[config.mk]
export PLATFORM = sky130hd
export DESIGN_NAME = regfile_dump_reader
export DESIGN_NICKNAME = d
export VERILOG_FILES = /design/src/rtl/regfile_dbg_pkg.sv /design/src/rtl/regfile_dump_reader.sv
export SDC_FILE = /design/constraint.sdc
export NUM_CORES = 1
export LEC_CHECK = 0
export CAP_MARGIN = 25
export CORE_ASPECT_RATIO = 0.5
export CORE_UTILIZATION = 36
export DETAILED_ROUTE_END_ITERATION = 8
export PLACE_DENSITY_LB_ADDON = 0.15
export SYNTH_ARGS = -nofsm -noshare
export SYNTH_HDL_FRONTEND = slang
export SYNTH_SLANG_ARGS = --single-unit
[constraint.sdc]
create_clock -name clk -period 5.14 [get_ports clk]
set_input_delay 1.285 -clock clk [delete_from_list [all_inputs] [get_ports clk]]
set_output_delay 1.285 -clock clk [all_outputs]
set_load 0.05 [all_outputs]
[src/rtl/regfile_dbg_pkg.sv]
// Shared definitions for the register-file dump reader: state encoding and
// default widths matching the MIPS register file.
package regfile_dbg_pkg;

    localparam int DEF_DATA_WIDTH = 32;
    localparam int DEF_ADDR_WIDTH = 5;

    typedef enum logic [1:0] {
        ST_IDLE  = 2'd0,
        ST_FETCH = 2'd1,
        ST_SEND  = 2'd2,
        ST_DONE  = 2'd3
    } dump_state_e;

endpackage

[src/rtl/regfile_dump_reader.sv]
// Sweeps a (possibly wrapping) address range of the register file through its
// combinational read port and streams each word out on a valid/ready
// interface. While a word waits in the output register, the read port is
// already pointed at the next address. That lets a handshake reload the
// output register in the same edge, giving one word per cycle with no bubbles.
module regfile_dump_reader
    import regfile_dbg_pkg::*;
#(
    parameter int DATA_WIDTH = DEF_DATA_WIDTH,
    parameter int ADDR_WIDTH = DEF_ADDR_WIDTH
) (
    input  logic                  clk,
    input  logic                  rst,
    input  logic                  start,
    input  logic [ADDR_WIDTH-1:0] first_addr,
    input  logic [ADDR_WIDTH-1:0] last_addr,
    output logic [ADDR_WIDTH-1:0] rf_addr,
    input  logic [DATA_WIDTH-1:0] rf_data,
    output logic                  out_valid,
    input  logic                  out_ready,
    output logic [DATA_WIDTH-1:0] out_data,
    output logic [ADDR_WIDTH-1:0] out_addr,
    output logic                  out_last,
    output logic                  busy,
    output logic                  done
);

    dump_state_e           r_state, w_next;
    logic [ADDR_WIDTH-1:0] r_addr, r_last;
    logic [ADDR_WIDTH-1:0] w_addr_inc, w_rf_addr;
    logic                  w_accept;
    logic                  w_busy, w_done;
    logic                  r_out_valid, r_out_last;
    logic [DATA_WIDTH-1:0] r_out_data;
    logic [ADDR_WIDTH-1:0] r_out_addr;

    // Address arithmetic wraps modulo 2**ADDR_WIDTH by truncation.
    assign w_addr_inc = r_addr + 1'b1;
    assign w_accept   = r_out_valid && out_ready;

    assign rf_addr   = w_rf_addr;
    assign out_valid = r_out_valid;
    assign out_data  = r_out_data;
    assign out_addr  = r_out_addr;
    assign out_last  = r_out_last;
    assign busy      = w_busy;
    assign done      = w_done;

    // State register.
    always_ff @(posedge clk or posedge rst) begin
        if (rst) r_state <= ST_IDLE;
        else     r_state <= w_next;
    end

    // Next state, read-port address and status flags.
    always_comb begin
        w_next    = r_state;
        w_rf_addr = '0;
        w_busy    = 1'b0;
        w_done    = 1'b0;
        unique case (r_state)
            ST_IDLE: begin
                if (start) w_next = ST_FETCH;
            end
            ST_FETCH: begin
                w_rf_addr = r_addr;
                w_busy    = 1'b1;
                w_next    = ST_SEND;
            end
            ST_SEND: begin
                // Look one word ahead so a handshake can reload immediately.
                w_rf_addr = w_addr_inc;
                w_busy    = 1'b1;
                if (w_accept && r_out_last) w_next = ST_DONE;
            end
            ST_DONE: begin
                w_done = 1'b1;
                w_next = ST_IDLE;
            end
            default: w_next = ST_IDLE;
        endcase
    end

    // Range latch, address walk and output register.
    always_ff @(posedge clk or posedge rst) begin
        if (rst) begin
            r_addr      <= '0;
            r_last      <= '0;
            r_out_valid <= 1'b0;
            r_out_data  <= '0;
            r_out_addr  <= '0;
            r_out_last  <= 1'b0;
        end else begin
            unique case (r_state)
                ST_IDLE: begin
                    if (start) begin
                        r_addr <= first_addr;
                        r_last <= last_addr;
                    end
                end
                ST_FETCH: begin
                    r_out_data  <= rf_data;
                    r_out_addr  <= r_addr;
                    r_out_last  <= (r_addr == r_last);
                    r_out_valid <= 1'b1;
                end
                ST_SEND: begin
                    if (w_accept) begin
                        if (r_out_last) begin
                            r_out_valid <= 1'b0;
                        end else begin
                            r_addr     <= w_addr_inc;
                            r_out_data <= rf_data;
                            r_out_addr <= w_addr_inc;
                            r_out_last <= (w_addr_inc == r_last);
                        end
                    end
                end
                default: ;
            endcase
        end
    end

endmodule

Word-level counts from Yosys, hierarchy flattened

Cells that the tools add are included.

$add $sub $neg: 1
Equality and inequality tests: 10
Mux-type cells: 20
Reduce and logical (&&, ||, !) cells: 12

Operator list:

| kind                                                             | count |
|---|---|
| 32-bit two-way mux                                               | 2 |
| 32-bit case mux with 2 select lines                              | 1 |
| 5-bit case mux with 2 select lines                               | 3 |
| 5-bit two-way mux                                                | 3 |
| 5-bit == test                                                    | 2 |
| 2-bit != test (second input constant)                            | 5 |
| 2-bit case mux with 4 select lines                               | 1 |
| 1-bit two-way mux                                                | 6 |
| 2-bit AND reduction                                              | 3 |
| 3-bit AND reduction                                              | 2 |
| 5-bit by 1-bit adder with 5-bit output (second input constant)   | 1 |
| 2-bit == test (second input constant)                            | 2 |
| 2-bit two-way mux                                                | 2 |
| 1-bit case mux with 2 select lines                               | 2 |
| 4-bit AND reduction                                              | 1 |
| 2-bit nonzero test                                               | 2 |
| 2-bit by 1-bit == test with 1-bit output (second input constant) | 1 |
| 1-bit logical AND                                                | 2 |
| 2-bit zero test                                                  | 1 |
| 2-bit OR reduction                                               | 1 |

Register bits after elaboration: 51
Output and inout port bits: 46
Logic and storage cells: 50

Depth between registers and ports, before layout

Depth after elaboration: 5
Gate-level depth with buffers: 8

Worst setup path before layout

OpenSTA, ideal clock, no wires.

Path type: register to output
Start point: register r_state[0]
End point: output rf_addr[2]
Arrival: 2.390 ns
Required time: 3.855 ns
Slack: 1.465 ns
Stages on the path, launching flop included: 8
Buffers on the path: 2
Cells stage by stage: dfrtp_1 -> inv_1 -> ha_1 -> buf_6 -> buf_2 -> nand2_1 -> or2_2 -> a21boi_0

Word-level cells in the longest chain between the ends: 2

RTL lines:

| item                                                                             | line                      | source |
|---|---|---|
| start: declaration                                                               | regfile_dump_reader.sv:28 | `dump_state_e r_state, w_next;` |
| start signal: assignment                                                         | regfile_dump_reader.sv:52 | `else r_state <= w_next;` |
| 2-bit == test / 2-bit by 1-bit == test with 1-bit output (equally long branches) | regfile_dump_reader.sv:61 | `unique case (r_state)` |
| 5-bit case mux with 2 select lines *                                             | regfile_dump_reader.sv:61 |  |
| end: declaration                                                                 | regfile_dump_reader.sv:17 | `output logic [ADDR_WIDTH-1:0] rf_addr,` |

Mark *: on every way between the ends. The rest lies on a longest branch, timed or not.

Worst setup path after layout

Start point: register r_addr[0]
End point: output rf_addr[4]

Word-level cells in the longest chain between the ends: 2

RTL lines:

| item                                   | line                       | source |
|---|---|---|
| start: declaration                     | regfile_dump_reader.sv:29  | `logic [ADDR_WIDTH-1:0] r_addr, r_last;` |
| start signal: assignment               | regfile_dump_reader.sv:97  | `r_addr <= first_addr;` |
| start signal: assignment               | regfile_dump_reader.sv:112 | `r_addr <= w_addr_inc;` |
| 5-bit by 1-bit adder with 5-bit output | regfile_dump_reader.sv:38  | `assign w_addr_inc = r_addr + 1'b1;` |
| 5-bit case mux with 2 select lines     | regfile_dump_reader.sv:61  |  |

Every way passes these cells.

==> out/qor.yml <==
status: "finished, final reports clean"
io_buffers: 91
skew_ps: 6.40
dr.pass1.iters: 4
cts_tree: "built"
max_freq_ghz: 0.259
start_util_pct: 38.5
hold_path.class: "reg2reg"
gp_congestion: 0.821
synth_area_leaders: "dfrtp_1 (53%), mux2_2 (16%), ha_1 (2.6%), mux2_1 (2.3%), a21oi_1 (2.3%)"
synth_area_per_cell_sq_um: 12.0
synth_cell_type_count: 41
grt_pass1_vias: 1833
viasPerCell: 4.79
synth_edf_count: 0
cp.required_ps: 3860
fillers: 531
dpl.cell_count: 373
drc: 0
start_kind: "flop"
rsz0062_at_grt: "false"
yosys_warnings: 0
cp.arrival_ps: 2580
yosys.area.top_type: "dfrtp_1"
drtIter0Drc: 51
antenna_cells: 0
crit_fanout: 8
async_flop_share_pct: 100
wirelength_mm: 5.31
grt_max_degree: 41
fin_crit_sh_pct: 75.2
numCtsBuffers: 5
period_minus_slack_ps: 3860
final-seq-area_sq_um: 1280
dp_hpwl_mm: 4.02
holdBufCountCts: 0
rows: 20
clock-sinks: 51
finalNetCount: 343
wl_per_cell_um: 13.9
post_cts_resized: 0
core_area_sq_um: 6280
synth.most_common_cell: "dfrtp_1"
die_y_um: 60.0
design_area_sq_um: 3570
relSlewSlack_pct: 65.4
end_kind: "primary output"
grt_antenna_before_repair: 0
synth.ff_latch_count: 51
hold_viol: 0
clk_pin_slew_worst_paths_ps: 70
grt_pass1_wl_mm: 8.98
areaGrowthSynthToFinish_pct: 47.5
seq_area_frac_synth_pct: 52.7
cts_root_buf: "clkbuf_16"
clock_latency_ps: 290
ant_nets: 0
layoutNonFillerInstCount: 381
synth_flop_cell: "dfrtp_1"
drive_above_1_share_pct: 17.1
syn_nets: 252
chipWidth_um: 118
cts_buffer_depth: 2
worst_slew_pin_slew_ps: 517
syn-cell-area_sq_um: 2420
placed_cell_area_sq_um: 3400
setup_viol: 0
crit_type: "reg2out"
htree_levels: 2
yosys.area.top_type_share_pct: 52.7
grt_usage_pct: 16.4
vias: 1824
tns_ps: 0
yosys-top-cells-count: "dfrtp_1 (51), mux2_2 (34), nor2_1 (14)"
die_area_sq_um: 7080
io_pins: 92
drv_cap: 0
postCtsSetupBuffers: 0
multi_input_area_sq_um: 1040
netlist_instances: 201
finalMaxSlewViolations: 0
gr-total-overflow: 0
==> cell families after synthesis <==
group	after synthesis	share of synthesized area, %
compound gates	29	7.75
xor+xnor	10	3.62
fa+ha+maj	5	2.58
buf+inv	16	4.13
flops	51	52.7
mux	42	19.4
simple gates	48	9.82
==> worst paths after layout <==
kind,depth (start not counted),end,from,slack (ps)
max in group asynchronous,3,out_data[14],rst,3270
min,1,out_data[0],out_data[0],500
max reg2reg,7,out_data[21],r_state[0],2800
min reg2reg,1,out_data[0],out_data[0],500
min in group asynchronous,2,r_addr[3],rst,1350
max,6,rf_addr[4],r_addr[0],1280
==> state kept, by name, summed over array words and instances, names as in the netlist <==
register / flops
out_data: 32
out_addr: 5
r_addr: 5
r_last: 5
r_state: 2
out_last: 1
out_valid: 1
==> layout make-up <==
| cell class | count | share of cell area (%) |
|---|---|---|
| clock buffers | 5 | 3.50 |
| clock inverters | 3 | 1.33 |
| well taps | 88 | 3.08 |
| repair buffers | 94 | 26.5 |
| flip-flops and latches | 51 | 35.7 |
| multi-input cells | 134 | 29.2 |
| inverters | 6 | 0.630 |
==> through the flow <==
step           util (%)  hold slack (ps)  setup slack [ps]
2_1_floorplan         -              500              1460
3_3_place_gp       53.8              468              1690
3_5_place_dp       54.1              481              1620
4_1_cts            56.9              497              1290
5_1_grt            56.9              510              1110
6_report           56.9              496              1280
==> routing by layer <==
metal,share of wire [%],routed length [um],global-route usage [%],vias to the layer above
met5,0,0,0,-
li1,-,-,-,879
met2,48,2520,27.9,62
met3,5.2,278,4.58,4
met4,0.87,46,5.49,0
met1,46,2460,20.7,879
==> critical path: stages (launching register included) <==
cell	delay, ps
dfrtp_1	520
ha_1	290
nand3_1	240
xnor2_1	220
a22oi_1	80
nor2b_1	120
clkdlybuf4s50_1	810
==> cell usage in the layout, fill, tap and decap left out, types with 11 or more instances in the layout <==
cell type,synthesis,layout
nand2_1,12,12
dfrtp_1,51,51
clkdlybuf4s50_1,0,91
mux2_2,34,34
a21oi_1,11,11
nor2_1,14,14
Power is left out: the tool's default activity adds up to more than one toggle a clock period on the data nets, which glitch-free logic cannot reach.
